## config.mk

```make
export PLATFORM = sky130hd
export DESIGN_NAME = mem_aw_issuer
export DESIGN_NICKNAME = d
export VERILOG_FILES = /design/src/rtl/mem_aw_issuer.sv
export SDC_FILE = /design/constraint.sdc
export NUM_CORES = 1
export LEC_CHECK = 0
export ABC_AREA = 1
export CELL_PAD_IN_SITES_DETAIL_PLACEMENT = 1
export CELL_PAD_IN_SITES_GLOBAL_PLACEMENT = 1
export CORE_MARGIN = 2
export CORE_UTILIZATION = 45
export DETAILED_ROUTE_END_ITERATION = 6
export PLACE_DENSITY = 0.84
export REMOVE_ABC_BUFFERS = 1
export SLEW_MARGIN = 20
export SYNTH_ARGS = -nofsm -noshare
export SYNTH_HDL_FRONTEND = slang
export SYNTH_SLANG_ARGS = --single-unit
```

## constraint.sdc

```tcl
create_clock -name clk -period 7.02 [get_ports clk]
set_input_delay 0.702 -clock clk [delete_from_list [all_inputs] [get_ports clk]]
set_output_delay 0.702 -clock clk [all_outputs]
set_load 0.005 [all_outputs]
```

## src/rtl/mem_aw_issuer.sv

```systemverilog
// mem_aw_issuer: queues 4K-safe write requests and issues them as AXI4 AW bursts plus
// beat-count descriptors, tracking outstanding bursts. Optional checks: MEM_AW_ISSUER_ERR_CHECK_EN.
module mem_aw_issuer #(
    parameter int ADDR_WIDTH      = 64,
    parameter int REQ_SIZE_WIDTH  = 16,
    parameter int BEAT_BYTES      = 64,
    parameter int FIFO_DEPTH      = 4,
    parameter int MAX_OUTSTANDING = 16
) (
    input  logic                      clk,
    input  logic                      reset,
    input  logic [ADDR_WIDTH-1:0]     req_addr,
    input  logic [REQ_SIZE_WIDTH-1:0] req_size_bytes,
    input  logic                      req_valid,
    output logic                      req_ready,
    output logic [ADDR_WIDTH-1:0]     m_awaddr,
    output logic [7:0]                m_awlen,
    output logic [2:0]                m_awsize,
    output logic [1:0]                m_awburst,
    output logic                      m_awvalid,
    input  logic                      m_awready,
    input  logic                      m_bvalid,
    input  logic [1:0]                m_bresp,
    output logic                      m_bready,
    output logic [7:0]                wlen_data,
    output logic                      wlen_valid,
    input  logic                      wlen_ready,
    output logic                      idle,
    output logic                      err_overflow,
    output logic                      err_bresp,
    output logic                      err_size
);
    localparam int BB_LOG2 = $clog2(BEAT_BYTES);
    localparam int PTR_W   = (FIFO_DEPTH > 1) ? $clog2(FIFO_DEPTH) : 1;
    localparam int CNT_W   = $clog2(FIFO_DEPTH + 1);
    localparam int OUT_W   = $clog2(MAX_OUTSTANDING + 1);
    localparam int BEAT_W  = REQ_SIZE_WIDTH + 1;

    logic [ADDR_WIDTH-1:0] r_addr [FIFO_DEPTH];
    logic [7:0]            r_len  [FIFO_DEPTH];
    logic [PTR_W-1:0]      r_wptr, r_rptr;
    logic [CNT_W-1:0]      r_count;
    logic                  r_aw_done, r_wl_done;
    logic [OUT_W-1:0]      r_out;
    logic                  r_bready, r_err_overflow;

    logic             w_empty, w_full, w_aw_hs, w_wl_hs, w_b_hs, w_b_dec, w_pop, w_push;
    logic [BEAT_W-1:0] w_beats;

    // Size 0 is treated as a single beat so awlen never wraps to 255.
    function automatic logic [BEAT_W-1:0] beats_of(input logic [REQ_SIZE_WIDTH-1:0] size);
        logic [BEAT_W-1:0] sum;
        sum = {1'b0, size} + BEAT_W'(BEAT_BYTES - 1);
        return (size == '0) ? BEAT_W'(1) : (sum >> BB_LOG2);
    endfunction

    assign w_beats = beats_of(req_size_bytes);
    assign w_empty = (r_count == '0);
    assign w_full  = (r_count == CNT_W'(FIFO_DEPTH));
    assign w_aw_hs = m_awvalid & m_awready;
    assign w_wl_hs = wlen_valid & wlen_ready;
    assign w_b_hs  = m_bvalid & r_bready;
    assign w_b_dec = w_b_hs & (r_out != '0);
    assign w_pop   = !w_empty & (r_aw_done | w_aw_hs) & (r_wl_done | w_wl_hs);
    assign w_push  = req_valid & (!w_full | w_pop);

    assign m_awvalid    = !w_empty & !r_aw_done & (r_out < OUT_W'(MAX_OUTSTANDING));
    assign wlen_valid   = !w_empty & !r_wl_done;
    assign m_awaddr     = r_addr[r_rptr];
    assign m_awlen      = r_len[r_rptr];
    assign wlen_data    = r_len[r_rptr];
    assign m_awsize     = 3'(BB_LOG2);
    assign m_awburst    = 2'b01;
    assign m_bready     = r_bready;
    assign req_ready    = (r_count <= CNT_W'(FIFO_DEPTH - 2));
    assign idle         = w_empty & (r_out == '0);
    assign err_overflow = r_err_overflow;

    always_ff @(posedge clk) begin
        if (w_push) begin
            r_addr[r_wptr] <= req_addr;
            r_len[r_wptr]  <= 8'(w_beats - BEAT_W'(1));
        end
    end

    always_ff @(posedge clk or posedge reset) begin
        if (reset) begin
            r_wptr         <= '0;
            r_rptr         <= '0;
            r_count        <= '0;
            r_aw_done      <= 1'b0;
            r_wl_done      <= 1'b0;
            r_out          <= '0;
            r_bready       <= 1'b0;
            r_err_overflow <= 1'b0;
        end else begin
            r_bready <= 1'b1;
            if (w_push) r_wptr <= r_wptr + PTR_W'(1);
            if (w_pop)  r_rptr <= r_rptr + PTR_W'(1);
            case ({w_push, w_pop})
                2'b10:   r_count <= r_count + CNT_W'(1);
                2'b01:   r_count <= r_count - CNT_W'(1);
                default: r_count <= r_count;
            endcase
            if (w_pop) begin
                r_aw_done <= 1'b0;
                r_wl_done <= 1'b0;
            end else begin
                if (w_aw_hs) r_aw_done <= 1'b1;
                if (w_wl_hs) r_wl_done <= 1'b1;
            end
            // A B response with nothing outstanding is ignored rather than underflowing.
            case ({w_aw_hs, w_b_dec})
                2'b10:   r_out <= r_out + OUT_W'(1);
                2'b01:   r_out <= r_out - OUT_W'(1);
                default: r_out <= r_out;
            endcase
            if (req_valid && w_full && !w_pop) r_err_overflow <= 1'b1;
        end
    end

`ifdef MEM_AW_ISSUER_ERR_CHECK_EN
    logic r_err_bresp, r_err_size;
    logic w_size_bad;

    assign w_size_bad = (req_size_bytes == '0)
                      || ((req_size_bytes & REQ_SIZE_WIDTH'(BEAT_BYTES - 1)) != '0)
                      || (32'(w_beats) > 32'd256);

    always_ff @(posedge clk or posedge reset) begin
        if (reset) begin
            r_err_bresp <= 1'b0;
            r_err_size  <= 1'b0;
        end else begin
            if (w_b_hs && (m_bresp != 2'b00)) r_err_bresp <= 1'b1;
            if (w_push && w_size_bad)         r_err_size  <= 1'b1;
        end
    end

    assign err_bresp = r_err_bresp;
    assign err_size  = r_err_size;
`else
    logic w_unused_bresp;
    assign w_unused_bresp = ^m_bresp;
    assign err_bresp      = 1'b0;
    assign err_size       = 1'b0;
`endif

endmodule

```

Word level (Yosys, flattened, before mapping)

Memory sizes are Yosys's and may differ from the RTL's.
Index checks and enable logic that the tools add are counted.

Equality and inequality tests: 5
Bitwise gates (word level): 14
Muxes and demuxes: 9
Reductions and logical operators: 15
Magnitude comparators: 2
$add $sub $neg: 8

Operator list:

| operator              | count |
|---|---|
| $logic_not 16->1      | 1 |
| $add 14x6->14 const B | 1 |
| $and 1x1->1           | 11 |
| $pmux 5 s2            | 1 |
| $mux 8                | 1 |
| $reduce_bool 2->1     | 4 |
| $sub 8x1->8 const B   | 1 |
| $mux 1                | 6 |
| $pmux 3 s2            | 1 |
| $add 5x1->5 const B   | 1 |
| $logic_not 1->1       | 5 |
| $logic_not 5->1       | 1 |
| $lt 5x5->1 const B    | 1 |
| $reduce_bool 5->1     | 1 |
| $sub 5x1->5 const B   | 1 |
| $add 2x1->2 const B   | 2 |
| $eq 2x1->1 const B    | 2 |
| $eq 2x2->1 const B    | 2 |
| $add 3x1->3 const B   | 1 |
| $eq 3x3->1 const B    | 1 |
| $le 3x2->1 const B    | 1 |
| $logic_not 3->1       | 1 |
| $or 1x1->1            | 3 |
| $sub 3x1->3 const B   | 1 |
| $logic_and 1x1->1     | 2 |

Memories: 2
Output and inout bits: 93
Input bits: 88
Register bits: 16
Word-level logic and storage cells: 63
Memory bits (writable): 288

Memories:

| name   | words | bits a word | rd ports | clocked after memory_dff | wr ports | line | RTL |
|---|---|---|---|---|---|---|---|
| r_addr | 4     | 64          | 1        | 0                        | 1        | 39   | `logic [ADDR_WIDTH-1:0] r_addr [FIFO_DEPTH];` |
| r_len  | 4     | 8           | 1        | 0                        | 1        | 40   | `logic [7:0] r_len [FIFO_DEPTH];` |

Longest topological paths before layout

Gate-level depths: netlist of run 1.

Depth after elaboration: 12
Mapped depth: 13
Mapped depth without buffers: 13

Worst setup path before layout of run 1

OpenSTA, ideal clock, no wires.

Path kind: input to register
From: input port m_awready
To: memory r_addr[0][0] (enable)
Setup time: 0.503 ns
Slack: 2.318 ns
Data arrival time: 4.199 ns
Data required time: 6.517 ns
Path buffers: 0
Stages on the path: 6
Cell sequence: nand3_4 -> nand2_4 -> nand3_4 -> nand4_2 -> nand2_2 -> nor2_1

Cells in the longest elaborated chain, start to end: 8

Ends and longest elaborated chain:

| what                         | line | RTL |
|---|---|---|
| from (decl)                  | 21   | `input logic m_awready,` |
| $and 1x1->1                  | 60   | `assign w_aw_hs = m_awvalid & m_awready;` |
| $or 1x1->1                   | 64   | `assign w_pop = !w_empty & (r_aw_done \| w_aw_hs) & (r_wl_done \| w_wl_hs);` |
| $and 1x1->1 (2 in a row)     | 64   |  |
| $or 1x1->1                   | 65   | `assign w_push = req_valid & (!w_full \| w_pop);` |
| $and 1x1->1                  | 65   |  |
| $mux 1                       | 80   | `if (w_push) begin` |
| $mux 1 (not written as such) | 81   | `r_addr[r_wptr] <= req_addr;` |
| to (decl)                    | 39   |  |

Every way passes these cells.

Final worst setup path of run 1

From: register r_rptr[0]
To: output port m_awaddr[2]

Cells in the longest elaborated chain, start to end: 1

Ends and longest elaborated chain:

| what                   | line | RTL |
|---|---|---|
| from (decl)            | 41   | `logic [PTR_W-1:0] r_wptr, r_rptr;` |
| from (signal assigned) | 99   | `if (w_pop) r_rptr <= r_rptr + PTR_W'(1);` |
| $mem_v2 4x64           | n/a  |  |
| to (decl)              | 16   | `output logic [ADDR_WIDTH-1:0] m_awaddr,` |

Every way passes these cells.

==> impl_metrics.prom, run 1 <==
# TYPE chip_impl_metric gauge
chip_impl_metric{name="drc",unit=""} 0
chip_impl_metric{name="dr.first_iter.drc_count",unit=""} 575
chip_impl_info{name="reg2reg_to",value="r_addr[0][57]"} 1
chip_impl_metric{name="power_leakage",unit="nW"} 5.21
chip_impl_metric{name="number_of_buffers_on_the_longest_clock_path",unit=""} 3
chip_impl_info{name="clockRootBuffer",value="sky130_fd_sc_hd__clkbuf_16"} 1
chip_impl_info{name="outcome",value="finished, final reports clean"} 1
chip_impl_metric{name="vias_per_cell",unit=""} 5.40
chip_impl_metric{name="die_height",unit="um"} 168
chip_impl_metric{name="comb_power_share",unit="%"} 36.3
chip_impl_metric{name="final_hold_violation_count",unit=""} 0
chip_impl_metric{name="ctsHtreeMaxLevel",unit=""} 1
chip_impl_metric{name="synth.avg_cell_area",unit="sq um"} 13.2
chip_impl_metric{name="final_layout_size_suffix_gt1_share",unit="%"} 7.36
chip_impl_info{name="critPathLaunchType",value="flop"} 1
chip_impl_metric{name="route.antenna.remaining_nets",unit=""} 0
chip_impl_metric{name="seq_power_share",unit="%"} 39.3
chip_impl_info{name="hold_class",value="flop to flop"} 1
chip_impl_metric{name="worstSkewPairLatency",unit="ns"} 0.55
chip_impl_metric{name="hold_buffers",unit=""} 0
chip_impl_info{name="critical_r2r_launch",value="r_count[2]"} 1
chip_impl_metric{name="power_density",unit="nW/um^2"} 436
chip_impl_metric{name="timing.critical_path.slowest_cell_delay",unit="ns"} 0.75
chip_impl_metric{name="globalRoute.totalOverflow",unit=""} 0
chip_impl_metric{name="syn_inst",unit=""} 919
chip_impl_metric{name="power.net_switching",unit="mW"} 2.18
chip_impl_metric{name="area_growth_syn_to_layout",unit="%"} 24.6
chip_impl_metric{name="worst_ir_drop_vdd",unit="mV"} 0.220
chip_impl_metric{name="wl",unit="um"} 29200
chip_impl_metric{name="worst-path-buf-inv",unit=""} 3
chip_impl_metric{name="grt_first_pass_wirelength",unit="um"} 46300
chip_impl_metric{name="reg2reg_depth",unit=""} 9
chip_impl_metric{name="tritoncts.num_buffers",unit=""} 31
chip_impl_metric{name="die_width",unit="um"} 168
chip_impl_metric{name="start_util",unit="%"} 45.4
chip_impl_info{name="unrepaired_setup_endpoints_after_global_routing",value="no"} 1
chip_impl_metric{name="drt_pre_antenna_iters",unit=""} 5
chip_impl_metric{name="hold-path-cell-count",unit=""} 1
chip_impl_info{name="crit_path_top_delay_cell",value="sky130_fd_sc_hd__dfrtp_4"} 1
chip_impl_metric{name="worstMarginPinSlew",unit="ns"} 1.12
chip_impl_metric{name="first_global_vias",unit=""} 8545
chip_impl_metric{name="port-buffer-count",unit=""} 171
chip_impl_info{name="crit_path_cell_trace",value="inv_4, buf_4, o21ai_0, o22ai_1, clkdlybuf4s50_1"} 1
chip_impl_metric{name="clock_power_share",unit="%"} 24.4
chip_impl_metric{name="final.setup.tns",unit="ns"} 0
chip_impl_metric{name="yosysTopAreaCellShare",unit="%"} 71.4
chip_impl_metric{name="design.final.nets",unit=""} 1175
chip_impl_metric{name="grt_util_all_layers",unit="%"} 20.9
chip_impl_metric{name="pre_cts_ws",unit="ns"} 3.14
chip_impl_metric{name="hpwl_reported_at_the_end_of_detailed_placement",unit="um"} 17600
chip_impl_metric{name="synth_sequential_area_ratio",unit="%"} 74.7
chip_impl_metric{name="layout.cells.non_filler",unit=""} 1442
chip_impl_info{name="critPathKind",value="flop to output pin"} 1
chip_impl_metric{name="post_synth_instance_area",unit="sq um"} 12100
chip_impl_metric{name="fin_skew",unit="ns"} 0.00967
chip_impl_metric{name="post_cts_resized",unit=""} 0
chip_impl_metric{name="timing.final.crit_share",unit="%"} 62.9
chip_impl_metric{name="critical_path_required",unit="ns"} 6.32
chip_impl_metric{name="clk_pin_slew_worst_paths",unit="ns"} 0.06
chip_impl_metric{name="place.detailed.instances",unit=""} 1384
chip_impl_metric{name="post-route-worst-setup-slack",unit="ns"} 2.61
chip_impl_metric{name="yosysWarnings",unit=""} 0
chip_impl_metric{name="wl_per_cell",unit="um"} 20.3
chip_impl_metric{name="setup_violations",unit=""} 0
chip_impl_info{name="synth_area_leader_cell",value="sky130_fd_sc_hd__edfxtp_1"} 1
chip_impl_metric{name="reg2reg_setup_slack",unit="ns"} 4.16
chip_impl_metric{name="detailroute.via_count",unit=""} 7784
chip_impl_info{name="timing.hold.worst_endpoint",value="err_overflow"} 1
chip_impl_metric{name="design.core.area",unit="sq um"} 26700
chip_impl_metric{name="postCtsSetupBuffers",unit=""} 0
chip_impl_metric{name="crit_fanout",unit=""} 85
chip_impl_metric{name="clock_sink_count",unit=""} 304
chip_impl_metric{name="drv.max_cap_violation_count",unit=""} 0
chip_impl_info{name="ys_top_cells_by_area",value="sky130_fd_sc_hd__edfxtp_1 (71%), sky130_fd_sc_hd__o21ai_0 (6.2%), sky130_fd_sc_hd__nor2_1 (5.2%)"} 1
chip_impl_metric{name="finalPower",unit="mW"} 6.58
chip_impl_metric{name="period_needed",unit="ns"} 4.41
chip_impl_metric{name="netSwitchingFraction",unit="%"} 33.1
chip_impl_metric{name="gp_congestion",unit=""} 0.790
chip_impl_metric{name="antenna_found_initial",unit=""} 1
chip_impl_metric{name="synth_cell_types",unit=""} 34
chip_impl_metric{name="timing.final.max_slew_violations",unit=""} 0
chip_impl_metric{name="grt_start_max_net_pins",unit=""} 86
chip_impl_info{name="cts_tree",value="yes"} 1
chip_impl_metric{name="io-pin-count",unit=""} 181
chip_impl_info{name="min-delay-start",value="err_overflow"} 1
chip_impl_metric{name="p_int",unit="mW"} 4.41
chip_impl_metric{name="cp.arrival",unit="ns"} 3.71
chip_impl_info{name="critPathCaptureType",value="output pin"} 1
chip_impl_metric{name="normalized_max_slew_margin",unit="%"} 25.6
chip_impl_metric{name="max_freq",unit="MHz"} 227
chip_impl_metric{name="row_count",unit=""} 60
chip_impl_metric{name="synth_register_bits",unit=""} 304
chip_impl_metric{name="fp.dieArea",unit="sq um"} 28200
chip_impl_info{name="path_delay_family",value="buffers and inverters"} 1
-- area by class of cell --
class                   instances  area (sq um)
diodes                          1          2.50
clock buffers                  42           837
clock inverters                15           155
fillers                      2634         11600
inverters                      46           175
multi-input cells             512          2640
flip-flops and latches        304          9050
well taps                     341           427
repair buffers                181          1800
-- registers in the layout (all words and copies together) (netlist names) --
| name | cells |
|---|---|
| r_wptr | 2 |
| r_out | 5 |
| m_bready | 1 |
| r_addr | 256 |
| r_len | 32 |
| err_overflow | 1 |
| r_rptr | 2 |
| r_count | 3 |
| r_wl_done | 1 |
| r_aw_done | 1 |
-- power groups by stage --
stage	Combinational, mW	Sequential [mW]	Clock, mW
2_1_floorplan	1.06	2.65	0
3_3_place_gp	2.31	2.59	0
3_5_place_dp	2.42	2.62	0
4_1_cts	2.44	2.59	1.64
5_1_grt	2.63	2.62	1.70
6_report	2.39	2.59	1.61
-- cells by family (layout without fill, tap and decap cells) --
| kind of cell | after synthesis | after routing | synth area share, % |
|---|---|---|---|
| adder cells (fa/ha/maj) | 11 | 11 | 1.26 |
| AND/OR/NAND/NOR | 251 | 251 | 8.85 |
| buffers and inverters | 109 | 284 | 3.91 |
| XOR/XNOR | 9 | 9 | 0.713 |
| flip-flops | 304 | 304 | 74.7 |
| other | 2 | 9 | 0.0620 |
| AO/OA/AOI/OAI | 233 | 233 | 10.5 |
-- worst reg2reg max path: cells and delay by family (launching register included) --
| family | cells | cell delay [ns] |
|---|---|---|
| DFF | 1 | 0.43 |
| buffers and inverters | 2 | 0.93 |
| and+or+nand+nor | 7 | 1.07 |
-- through the flow --
step                      instance area [sq um]  util [%]  hold WS [ns]
final                                     15100      56.6         0.493
after global routing                      15100      56.6         0.531
after CTS                                 15100      56.6         0.499
after detailed placement                  14100      52.9         0.478
after global placement                    14100      52.8         0.471
after floorplan                           11800         -         0.468
-- how the worst max path moves through the flow --
stage,slack [ns],cells past startpoint,start,to
2_1_floorplan,1.31,3,r_rptr[0],m_awlen[0]
5_1_grt,2.34,5,r_rptr[0],m_awaddr[33]
3_3_place_gp,3.11,8,m_awready,r_addr[2][57]
4_1_cts,2.55,5,r_rptr[0],m_awaddr[2]
3_5_place_dp,3.14,5,r_rptr[0],m_awaddr[2]
6_report,2.61,5,r_rptr[0],m_awaddr[2]
-- cell usage in the layout (no fill, tap or decap), types with 4 or more instances in the layout --
master                            count
sky130_fd_sc_hd__inv_2                5
sky130_fd_sc_hd__xor2_1               5
sky130_fd_sc_hd__clkbuf_1             9
sky130_fd_sc_hd__buf_4                9
sky130_fd_sc_hd__nand3_1             18
sky130_fd_sc_hd__nor2_4               5
sky130_fd_sc_hd__clkinv_2             5
sky130_fd_sc_hd__o21ai_0            151
sky130_fd_sc_hd__o22ai_1             72
sky130_fd_sc_hd__ha_1                 9
sky130_fd_sc_hd__nand2_1             46
sky130_fd_sc_hd__clkbuf_16           31
sky130_fd_sc_hd__clkdlybuf4s50_1    171
sky130_fd_sc_hd__dfrtp_1             14
sky130_fd_sc_hd__nand2_2              4
sky130_fd_sc_hd__conb_1               8
sky130_fd_sc_hd__a21oi_1              5
sky130_fd_sc_hd__inv_1               40
sky130_fd_sc_hd__nor2_1             164
sky130_fd_sc_hd__clkinv_1             4
sky130_fd_sc_hd__edfxtp_1           288
-- per-layer routing --
metal | global-route usage, % | part of all wire, % | up-vias
met5 | 0 | 0 | -
met4 | 6.35 | 2.7 | 0
met3 | 3.01 | 4.6 | 56
met2 | 38.5 | 52 | 199
met1 | 25.5 | 40 | 3898
li1 | - | - | 3631
-- synthesized netlist by cell type --
library cell and instances:
sky130_fd_sc_hd__a21oi_1 5, sky130_fd_sc_hd__ha_1 9, sky130_fd_sc_hd__conb_1 2, sky130_fd_sc_hd__nand3_1 18
sky130_fd_sc_hd__buf_4 15, sky130_fd_sc_hd__a22oi_1 1, sky130_fd_sc_hd__nor2_1 168, sky130_fd_sc_hd__nor2_4 1
sky130_fd_sc_hd__nand4_1 2, sky130_fd_sc_hd__o21bai_1 1, sky130_fd_sc_hd__nor2_2 1, sky130_fd_sc_hd__nand2_4 2
sky130_fd_sc_hd__clkbuf_1 41, sky130_fd_sc_hd__nor3_1 3, sky130_fd_sc_hd__inv_1 42, sky130_fd_sc_hd__buf_2 6
sky130_fd_sc_hd__nand2_1 46, sky130_fd_sc_hd__a21o_1 1, sky130_fd_sc_hd__xor2_1 5, sky130_fd_sc_hd__a21boi_0 1
sky130_fd_sc_hd__xor2_2 1, sky130_fd_sc_hd__nand2_2 4, sky130_fd_sc_hd__buf_1 1, sky130_fd_sc_hd__nand3_4 3
sky130_fd_sc_hd__o22ai_1 72, sky130_fd_sc_hd__nand4_2 1, sky130_fd_sc_hd__edfxtp_1 288, sky130_fd_sc_hd__fa_1 2
sky130_fd_sc_hd__inv_2 4, sky130_fd_sc_hd__o21ai_1 1, sky130_fd_sc_hd__o21ai_0 151, sky130_fd_sc_hd__nand3_2 2
sky130_fd_sc_hd__xnor2_1 3, sky130_fd_sc_hd__dfrtp_1 16
No activity file was read; power rests on OpenSTA's default activity.
==> run 2, diff against run 1 <==
--- a/config.mk
+++ b/config.mk
@@ -9,9 +9,9 @@
 export CELL_PAD_IN_SITES_DETAIL_PLACEMENT = 1
 export CELL_PAD_IN_SITES_GLOBAL_PLACEMENT = 1
 export CORE_MARGIN = 2
-export CORE_UTILIZATION = 45
+export CORE_UTILIZATION = 40
 export DETAILED_ROUTE_END_ITERATION = 6
-export PLACE_DENSITY = 0.84
+export PLACE_DENSITY = 0.79
 export REMOVE_ABC_BUFFERS = 1
 export SLEW_MARGIN = 20
 export SYNTH_ARGS = -nofsm -noshare
==> constraint.sdc (replaced) <==
create_clock -name clk -period 3.9 [get_ports clk]
set_input_delay 0.39 -clock clk [delete_from_list [all_inputs] [get_ports clk]]
set_output_delay 0.39 -clock clk [all_outputs]
set_load 0.005 [all_outputs]
==> run 2 against run 1 <==
Register-to-register slack worse by 2.8 ns. Largest power group unchanged. Critical path type unchanged. Die area is 12% higher. Global-route usage is 2.5 points lower. Non-clock buffer count is 3 higher.
==> impl_metrics.prom, run 2 (same netlist as run 1, synthesis figures left out) <==
# TYPE chip_impl_metric gauge
chip_impl_metric{name="hold_slack",unit="ns"} 0.294
chip_impl_metric{name="tritoncts.num_buffers",unit=""} 34
chip_impl_info{name="outcome",value="finished, final reports clean"} 1
chip_impl_metric{name="grt_use_met3",unit="%"} 3.68
chip_impl_metric{name="timing.final.max_slew_violations",unit=""} 0
chip_impl_info{name="cts_tree",value="yes"} 1
chip_impl_metric{name="cp.arrival",unit="ns"} 2.74
chip_impl_info{name="regMostFlops",value="r_addr"} 1
chip_impl_metric{name="grt_start_max_net_pins",unit=""} 145
chip_impl_metric{name="port-buffer-count",unit=""} 171
chip_impl_metric{name="globalRoute.totalOverflow",unit=""} 0
chip_impl_metric{name="die_height",unit="um"} 178
chip_impl_info{name="gr-max-usage-layer",value="met2"} 1
chip_impl_metric{name="wl_per_cell",unit="um"} 19.2
chip_impl_metric{name="vias_per_cell",unit=""} 5.20
chip_impl_metric{name="normalized_max_slew_margin",unit="%"} 44.0
chip_impl_metric{name="number_of_buffers_on_the_longest_clock_path",unit=""} 3
chip_impl_metric{name="dr.first_iter.drc_count",unit=""} 435
chip_impl_metric{name="drv.max_cap_violation_count",unit=""} 0
chip_impl_metric{name="clock_sink_count",unit=""} 304
chip_impl_metric{name="worstMarginPinSlew",unit="ns"} 0.840
chip_impl_metric{name="hpwl_reported_at_the_end_of_detailed_placement",unit="um"} 16300
chip_impl_metric{name="setup_violations",unit=""} 0
chip_impl_metric{name="gp_congestion",unit=""} 0.781
chip_impl_metric{name="max_freq",unit="MHz"} 319
chip_impl_metric{name="worstSkewPairLatency",unit="ns"} 0.50
chip_impl_info{name="final_common_cell",value="sky130_fd_sc_hd__edfxtp_1"} 1
chip_impl_info{name="critPathLaunchType",value="flop"} 1
chip_impl_metric{name="final_hold_violation_count",unit=""} 0
chip_impl_metric{name="route.antenna.remaining_nets",unit=""} 0
chip_impl_metric{name="hold_buffers",unit=""} 0
chip_impl_metric{name="fp.dieArea",unit="sq um"} 31700
chip_impl_metric{name="clk_pin_slew_worst_paths",unit="ns"} 0.06
chip_impl_info{name="final_cell_mix",value="sky130_fd_sc_hd__edfxtp_1 (288), sky130_fd_sc_hd__clkdlybuf4s50_1 (171), sky130_fd_sc_hd__nor2_1 (164), sky130_fd_sc_hd__o21ai_0 (151), sky130_fd_sc_hd__o22ai_1 (72)"} 1
chip_impl_metric{name="antenna_found_initial",unit=""} 2
chip_impl_metric{name="postCtsSetupBuffers",unit=""} 0
chip_impl_info{name="critPathKind",value="flop to output pin"} 1
chip_impl_metric{name="groute.layer.met1.usage",unit="%"} 22.0
chip_impl_metric{name="final_util",unit="%"} 51.3
chip_impl_metric{name="die_width",unit="um"} 178
chip_impl_metric{name="final_layout_size_suffix_gt1_share",unit="%"} 7.41
chip_impl_metric{name="crit_fanout",unit=""} 73
chip_impl_info{name="critical_r2r_launch",value="r_count[2]"} 1
chip_impl_metric{name="finalPower",unit="mW"} 11.9
chip_impl_metric{name="power_density",unit="nW/um^2"} 782
chip_impl_metric{name="fin_skew",unit="ns"} 0.00857
chip_impl_metric{name="grt_util_all_layers",unit="%"} 18.4
chip_impl_info{name="setup.worst_path.end",value="m_awlen[4]"} 1
chip_impl_metric{name="non_filler_cell_area_final",unit="sq um"} 15300
chip_impl_metric{name="start_util",unit="%"} 40.7
chip_impl_metric{name="row_count",unit=""} 63
chip_impl_metric{name="detailroute.via_count",unit=""} 7790
chip_impl_metric{name="area_growth_syn_to_layout",unit="%"} 26.0
chip_impl_metric{name="worst_ir_drop_vdd",unit="mV"} 0.460
chip_impl_metric{name="grt_first_pass_wirelength",unit="um"} 44700
chip_impl_metric{name="drc",unit=""} 0
chip_impl_metric{name="timing.final.crit_share",unit="%"} 80.3
chip_impl_metric{name="design.final.nets",unit=""} 1181
chip_impl_metric{name="io-pin-count",unit=""} 181
chip_impl_metric{name="use_met2",unit="%"} 33.4
chip_impl_info{name="critPathCaptureType",value="output pin"} 1
chip_impl_info{name="cp-startpoint",value="r_rptr[1]"} 1
chip_impl_info{name="unrepaired_setup_endpoints_after_global_routing",value="no"} 1
chip_impl_info{name="clockRootBuffer",value="sky130_fd_sc_hd__clkbuf_16"} 1
chip_impl_metric{name="reg2reg_setup_slack",unit="ns"} 1.41
chip_impl_metric{name="reg2reg_depth",unit=""} 9
chip_impl_info{name="reg2reg_to",value="r_addr[1][24]"} 1
chip_impl_metric{name="largest_register_ff_count",unit=""} 256
chip_impl_metric{name="power_leakage",unit="nW"} 5.25
chip_impl_info{name="hold_class",value="input pin to async pin"} 1
chip_impl_metric{name="drt_pre_antenna_iters",unit=""} 5
chip_impl_metric{name="period_needed",unit="ns"} 3.13
chip_impl_metric{name="design.core.area",unit="sq um"} 29700
chip_impl_metric{name="wl",unit="um"} 28700
chip_impl_metric{name="critical_path_required",unit="ns"} 3.51
chip_impl_metric{name="dpl-instance-area",unit="sq um"} 14200
chip_impl_metric{name="post_cts_resized",unit=""} 0
chip_impl_metric{name="ctsHtreeMaxLevel",unit=""} 2
chip_impl_metric{name="first_global_vias",unit=""} 8389
chip_impl_info{name="reg_top3",value="r_addr x256, r_len x32, r_out x5"} 1
## run 2: worst min path at each step
| stage | to | slack [ns] | cells past startpoint |
|---|---|---|---|
| finish | m_bready | 0.29 | 2 |
| CTS | r_wl_done | 0.31 | 2 |
| detailed placement | err_overflow | 0.47 | 1 |
| floorplan | err_overflow | 0.30 | 1 |
| global route | m_bready | 0.34 | 2 |
| global placement | err_overflow | 0.48 | 1 |
## run 2: where the power goes
part | switching, mW | internal, mW | total [mW]
Clock | 1.20 | 1.72 | 2.92
Combinational | 2.52 | 1.96 | 4.48
Sequential | 0.203 | 4.33 | 4.53
Total | 3.92 | 8.01 | 11.9
## run 2: layer usage
layer,vias to the layer above,share of wire (%)
li1,3641,-
met1,3897,41
met2,200,52
met3,50,5.3
met4,2,1.9
met5,-,0.035
## run 2: final cells by class
type | count | area, sq um
Inverter | 46 | 175
Clock buffer | 46 | 917
Sequential cell | 304 | 9050
Multi-Input combinational cell | 512 | 2640
Tap cell | 390 | 488
Antenna cell | 1 | 2.50
Timing Repair Buffer | 184 | 1880
Fill cell | 3012 | 14500
Clock inverter | 15 | 100
## run 2: critical path, stage by stage, from the launching register on
cell and delay [ns]:
sky130_fd_sc_hd__dfrtp_2 0.37, sky130_fd_sc_hd__buf_4 0.66, sky130_fd_sc_hd__o21ai_0 0.25, sky130_fd_sc_hd__o22ai_1 0.38
sky130_fd_sc_hd__clkdlybuf4s50_1 0.58
## run 2: stage by stage
stage	setup slack (ns)	setup TNS, ns	std cells
after floorplan	-1.50	-324.45	862
after global placement	1.20	0	1436
after detailed placement	1.13	0	1436
after CTS	0.719	0	1497
after global routing	0.577	0	1497
final	0.770	0	1498
